--- src/rtl/exe_stage.sv ---
// Execute stage: builds operand 2, runs the ALU, computes the branch target,
// owns the NZCV status register and registers results at the EXE/MEM boundary.
module exe_stage #(
  parameter int unsigned LEN_ADDRESS     = 32,
  parameter int unsigned LEN_REGISTER    = 32,
  parameter int unsigned LEN_REG_ADDRESS = 4,
  parameter int unsigned LEN_STATUS      = 4
) (
  input  logic                       clk,
  input  logic                       rst,
  input  logic                       freeze,
  input  logic [LEN_ADDRESS-1:0]     pc_in,
  input  logic [LEN_STATUS-1:0]      status_reg_in,
  input  logic [LEN_REGISTER-1:0]    reg_file_out1_in,
  input  logic [LEN_REGISTER-1:0]    reg_file_out2_in,
  input  logic [23:0]                signed_immediate_in,
  input  logic [11:0]                shift_operand_in,
  input  logic                       is_immediate_in,
  input  logic                       status_write_enable_in,
  input  logic [3:0]                 execute_command_in,
  input  logic                       mem_read_in,
  input  logic                       mem_write_in,
  input  logic                       wb_enable_in,
  input  logic                       is_branch_in,
  input  logic [LEN_REG_ADDRESS-1:0] dest_reg_in,
  output logic                       branch_taken_out,
  output logic [LEN_ADDRESS-1:0]     branch_address_out,
  output logic [LEN_STATUS-1:0]      status_out,
  output logic [LEN_REGISTER-1:0]    alu_result_out,
  output logic [LEN_REGISTER-1:0]    store_value_out,
  output logic [LEN_REG_ADDRESS-1:0] dest_reg_out,
  output logic                       mem_read_out,
  output logic                       mem_write_out,
  output logic                       wb_enable_out
);

  localparam int unsigned SHW = $clog2(LEN_REGISTER) + 1;

  localparam logic [3:0] CMD_MOV = 4'b0001;
  localparam logic [3:0] CMD_MVN = 4'b1001;
  localparam logic [3:0] CMD_ADD = 4'b0010;
  localparam logic [3:0] CMD_ADC = 4'b0011;
  localparam logic [3:0] CMD_SUB = 4'b0100;
  localparam logic [3:0] CMD_SBC = 4'b0101;
  localparam logic [3:0] CMD_AND = 4'b0110;
  localparam logic [3:0] CMD_ORR = 4'b0111;
  localparam logic [3:0] CMD_EOR = 4'b1000;

  logic [LEN_REGISTER-1:0]    w_imm_ext;
  logic [SHW-1:0]             w_imm_rot;
  logic [SHW-1:0]             w_imm_rot_inv;
  logic [LEN_REGISTER-1:0]    w_imm_val;
  logic [SHW-1:0]             w_sh_amt;
  logic [SHW-1:0]             w_sh_amt_inv;
  logic [LEN_REGISTER-1:0]    w_rm;
  logic [LEN_REGISTER-1:0]    w_rm_shifted;
  logic [LEN_REGISTER-1:0]    w_val2;

  logic [LEN_REGISTER-1:0]    w_a;
  logic                       w_cin;
  logic [LEN_REGISTER:0]      w_sum;
  logic [LEN_REGISTER:0]      w_diff;
  logic [LEN_REGISTER-1:0]    w_result;
  logic                       w_flag_c;
  logic                       w_flag_v;
  logic [LEN_STATUS-1:0]      w_status_next;
  logic [LEN_ADDRESS-1:0]     w_simm_ext;
  logic                       w_unused_status;

  logic [LEN_STATUS-1:0]      r_status;
  logic [LEN_REGISTER-1:0]    r_alu_result;
  logic [LEN_REGISTER-1:0]    r_store_value;
  logic [LEN_REG_ADDRESS-1:0] r_dest_reg;
  logic                       r_mem_read;
  logic                       r_mem_write;
  logic                       r_wb_enable;

  assign w_a             = reg_file_out1_in;
  assign w_rm            = reg_file_out2_in;
  assign w_cin           = status_reg_in[1];
  assign w_unused_status = &{1'b0, status_reg_in[3:2]};

  // Rotate-immediate and register-shift paths; a zero amount leaves the value intact
  assign w_imm_ext     = LEN_REGISTER'(shift_operand_in[7:0]);
  assign w_imm_rot     = SHW'({shift_operand_in[11:8], 1'b0});
  assign w_imm_rot_inv = SHW'(LEN_REGISTER) - w_imm_rot;
  assign w_imm_val     = (w_imm_ext >> w_imm_rot) | (w_imm_ext << w_imm_rot_inv);
  assign w_sh_amt      = SHW'(shift_operand_in[11:7]);
  assign w_sh_amt_inv  = SHW'(LEN_REGISTER) - w_sh_amt;

  always_comb begin
    w_rm_shifted = w_rm;
    unique case (shift_operand_in[6:5])
      2'b00:   w_rm_shifted = w_rm << w_sh_amt;
      2'b01:   w_rm_shifted = w_rm >> w_sh_amt;
      2'b10:   w_rm_shifted = LEN_REGISTER'($signed(w_rm) >>> w_sh_amt);
      default: w_rm_shifted = (w_rm >> w_sh_amt) | (w_rm << w_sh_amt_inv);
    endcase
  end

  // Memory accesses use the raw 12-bit offset, ahead of both shifter paths
  always_comb begin
    w_val2 = w_rm_shifted;
    if (mem_read_in || mem_write_in)
      w_val2 = LEN_REGISTER'(shift_operand_in);
    else if (is_immediate_in)
      w_val2 = w_imm_val;
  end

  // Subtract borrow is ~Cin only for SBC
  assign w_sum  = {1'b0, w_a} + {1'b0, w_val2}
                + (LEN_REGISTER+1)'((execute_command_in == CMD_ADC) && w_cin);
  assign w_diff = {1'b0, w_a} - {1'b0, w_val2}
                - (LEN_REGISTER+1)'((execute_command_in == CMD_SBC) && !w_cin);

  always_comb begin
    w_result = '0;
    w_flag_c = status_reg_in[1];
    w_flag_v = status_reg_in[0];
    unique case (execute_command_in)
      CMD_MOV: w_result = w_val2;
      CMD_MVN: w_result = ~w_val2;
      CMD_AND: w_result = w_a & w_val2;
      CMD_ORR: w_result = w_a | w_val2;
      CMD_EOR: w_result = w_a ^ w_val2;
      CMD_ADD, CMD_ADC: begin
        w_result = w_sum[LEN_REGISTER-1:0];
        w_flag_c = w_sum[LEN_REGISTER];
        w_flag_v = (w_a[LEN_REGISTER-1] == w_val2[LEN_REGISTER-1]) &&
                   (w_sum[LEN_REGISTER-1] != w_a[LEN_REGISTER-1]);
      end
      CMD_SUB, CMD_SBC: begin
        w_result = w_diff[LEN_REGISTER-1:0];
        w_flag_c = ~w_diff[LEN_REGISTER];
        w_flag_v = (w_a[LEN_REGISTER-1] != w_val2[LEN_REGISTER-1]) &&
                   (w_diff[LEN_REGISTER-1] != w_a[LEN_REGISTER-1]);
      end
      default: begin
        w_result = '0;
        w_flag_c = 1'b0;
        w_flag_v = 1'b0;
      end
    endcase
  end

  assign w_status_next = {w_result[LEN_REGISTER-1], (w_result == '0), w_flag_c, w_flag_v};

  // Branch target: word offset sign-extended and scaled to bytes
  assign w_simm_ext         = LEN_ADDRESS'($signed(signed_immediate_in));
  assign branch_address_out = pc_in + (w_simm_ext << 2);
  assign branch_taken_out   = is_branch_in;

  always_ff @(posedge clk) begin
    if (!rst)
      r_status <= '0;
    else if (!freeze && status_write_enable_in)
      r_status <= w_status_next;
  end

  // EXE/MEM boundary; a branch never writes back or touches memory
  always_ff @(posedge clk) begin
    if (!rst) begin
      r_alu_result  <= '0;
      r_store_value <= '0;
      r_dest_reg    <= '0;
      r_mem_read    <= 1'b0;
      r_mem_write   <= 1'b0;
      r_wb_enable   <= 1'b0;
    end else if (!freeze) begin
      r_alu_result  <= w_result;
      r_store_value <= reg_file_out2_in;
      r_dest_reg    <= dest_reg_in;
      r_mem_read    <= mem_read_in  && !is_branch_in;
      r_mem_write   <= mem_write_in && !is_branch_in;
      r_wb_enable   <= wb_enable_in && !is_branch_in;
    end
  end

  assign status_out      = r_status;
  assign alu_result_out  = r_alu_result;
  assign store_value_out = r_store_value;
  assign dest_reg_out    = r_dest_reg;
  assign mem_read_out    = r_mem_read;
  assign mem_write_out   = r_mem_write;
  assign wb_enable_out   = r_wb_enable;

endmodule
--- config.mk ---
export PLATFORM = sky130hd
export DESIGN_NAME = exe_stage
export DESIGN_NICKNAME = d
export VERILOG_FILES = /design/src/rtl/exe_stage.sv
export SDC_FILE = /design/constraint.sdc
export NUM_CORES = 1
export LEC_CHECK = 0
export ABC_AREA = 1
export ABC_CLOCK_PERIOD_IN_PS = 8300
export CORE_UTILIZATION = 45
export DETAILED_ROUTE_END_ITERATION = 6
export PLACE_DENSITY = 0.68
export SYNTH_ARGS = -nofsm -noshare
export SYNTH_HDL_FRONTEND = slang
export SYNTH_SLANG_ARGS = --single-unit
--- constraint.sdc ---
create_clock -name clk -period 8.3 [get_ports clk]
set_input_delay 1.245 -clock clk [delete_from_list [all_inputs] [get_ports clk]]
set_output_delay 1.245 -clock clk [all_outputs]
set_load 0.005 [all_outputs]
==> results_dict.tcl <==
set metrics [dict create \
    fin_worst_skew_ns 0 \
    overflow 0 \
    cts-root-buf "clkbuf_16" \
    rows 72 \
    hold_viol_final 0 \
    finalInstanceArea_mm2 0.02084 \
    dieArea_mm2 0.04013 \
    synthArstFlopShare 0 \
    ys_types 64 \
    outcome "finished with violations" \
    synth_cells 3285 \
    synth_top_area_frac 0.2045 \
    antenna_left 0 \
    port_buffers 254 \
    synth_ff_type "dfxtp_1" \
    whs_ns 0.4701 \
    rsz0062_at_grt "no" \
    start_util 0.4569 \
    max_slew_margin 0.3264 \
    cts_tree "built" \
    mostFrequentLayoutCell "nand2_1" \
    cp_slowest_cell "fa_1" \
    synth_area_leaders "nand2_1 20%, nand3_1 15%, ha_1 11%" \
    dp.cells 3961 \
    min_to "mem_write_out" \
    cpPeakStageDelay_ns 0.49 \
    violations "DRC" \
    critPathRequiredTime_ns 8.56 \
    final_core_util 0.5380 \
    finalSetupViolCount 0 \
    period_share 0.8925 \
    critPathArrivalTime_ns 7.67 \
    hold_class "register to register" \
    area_growth_pct 17.77 \
    worstHoldStart "mem_write_out" \
    period_minus_slack_ns 7.408 \
    grt_max_degree 79 \
    cts.sinks 75 \
    synth_edf_count 0 \
    r2r_start "alu_result_out[24]" \
    post_cts_resized 0 \
    yosys_warnings 0 \
    r2r_slack_ns 7.52 \
    drv_cap 0 \
    cts_hold_buffers 0 \
    clk_pin_slew_ns 0.06 \
    cp-end-kind "register" \
    cts_inserted_buffers 9 \
    io_pins 261 \
    ir_worst_vdd_mv 0.08299 \
    fmax_mhz 135.0 \
    p_leak_nw 10.39 \
    wirelength_um 82400 \
    slew_viol_final 0 \
    die_h_um 200.3 \
    clock_tree.buffer_depth 2 \
    dp_hpwl_um 65590 \
    fin_setup_tns_ns 0 \
    r2r_end "alu_result_out[24]" \
    seq_area_frac_synth 0.08484 \
    fin_cells 3978 \
    core_area_mm2 0.03874 \
    synth-seq-cells 75 \
    clock_latency_ns 0.32 \
    crit_top_cell "nand2_1" \
    reg2reg_depth 2 \
    via_count 23780 \
    post_cts_buffers 0 \
    power.density_mw_per_mm2 113.6 \
    grt_pass1_wl_um 125700 \
    globalplace.congestion 1.097 \
    drc_errors 2 \
    drt_iter0_drc 3374 \
    worst_pin_slew_ns 1.010 \
    grt_pass1_vias 21690 \
    syn-num-nets 3601 \
    syn_area_mm2 0.01770 \
    h-tree-depth 3 \
    yosysTopAreaCell "nand2_1" \
    mostFrequentLayoutCells "964 x nand2_1, 516 x nand3_1, 336 x nor2_1, 314 x inv_1, 251 x clkdlybuf4s50_1" \
    critPathLaunchType "primary input" \
    hold_depth 2 \
    synth.avg_cell_area_um2 5.388 \
    viasPerCell 5.977 \
    die_x_um 200.3 \
    path_class "primary input to register" \
    drive_gt1_frac 0.04741 \
    antenna_found_initial 1 \
    worstPathMaxFanout 40 \
    grt_usage 0.3962 \
    dpl-instance-area_mm2 0.02051 \
    nets 3770 \
    firstDrtPassIters 7 \
    wl_per_cell_um 20.71 \
]
routing by layer:
layer | vias up | GRT usage | routed length (µm)
li1 | 11240 | - | -
met1 | 10810 | 0.5493 | 34330
met2 | 1519 | 0.5843 | 33790
met3 | 213 | 0.1023 | 11010
met4 | 0 | 0.1464 | 3268
met5 | - | 0 | 0
power breakdown:
part,switching (mW),leakage (nW),internal [mW],total (mW)
registers,0.0154,0.621,0.386,0.402
logic,0.999,9.60,0.545,1.54
clock network,0.151,0.163,0.272,0.422
total,1.16,10.4,1.20,2.37
worst max-delay path: cells and delay by family:
kind            cells  cell delay (ns)
fa+ha+maj           3             1.07
compound gates      2             0.25
simple gates       27             3.94
buf+inv             4             1.11
cell families (layout without fill, tap and decap cells):
family / Yosys count / after routing / synth area share
other: 0 / 1 / 0
buffers and inverters: 481 / 655 / 0.1152
AO/OA/AOI/OAI: 561 / 561 / 0.1827
AND/OR/NAND/NOR: 1967 / 1967 / 0.4795
flip-flops: 75 / 75 / 0.08484
adder cells (fa/ha/maj): 163 / 163 / 0.1174
XOR/XNOR: 36 / 36 / 0.01930
multiplexers: 2 / 2 / 0.001131
how the worst max path moves through the flow:
stage / startpoint / to / slack, ns / cells past startpoint
final: shift_operand_in[7] / status_out[2] / 0.89 / 36
after floorplan: shift_operand_in[8] / status_out[2] / 2.47 / 37
after global placement: shift_operand_in[10] / status_out[2] / 0.83 / 33
after detailed placement: shift_operand_in[10] / status_out[2] / 0.77 / 32
after global routing: shift_operand_in[7] / status_out[2] / 0.54 / 36
after CTS: shift_operand_in[10] / status_out[2] / 1.12 / 32
per-stage QoR:
step | setup WS, ns | power [mW]
after floorplan | 2.475 | 1.339
after global placement | 0.8316 | 1.886
after detailed placement | 0.7744 | 1.895
after CTS | 1.118 | 2.325
after global routing | 0.5449 | 2.522
final | 0.8924 | 2.368
sequential cells by signal (all words and copies together) (netlist names):
| signal | cells |
|---|---|
| wb_enable_out | 1 |
| mem_read_out | 1 |
| status_out | 4 |
| mem_write_out | 1 |
| alu_result_out | 32 |
| dest_reg_out | 4 |
| store_value_out | 32 |
area by class of cell:
| type | count | area (µm²) |
|---|---|---|
| Tap cell | 518 | 648.1 |
| Timing Repair Buffer | 307 | 2950 |
| Sequential cell | 75 | 1501 |
| Inverter | 332 | 1256 |
| Antenna cell | 1 | 2.502 |
| Clock inverter | 6 | 87.58 |
| Multi-Input combinational cell | 2729 | 14160 |
| Clock buffer | 10 | 239.0 |
| Fill cell | 4155 | 17890 |
synth_stat cells, drive strengths merged, types with 35 or more instances:
cell and n:
nand2 997, nand3 522, nor2 353, inv 327, a21oi 212, o21ai 187, ha 158, buf 90
dfxtp 75, clkbuf 59, o211ai 47, nand4 35
(Power assumes the default switching activity.)
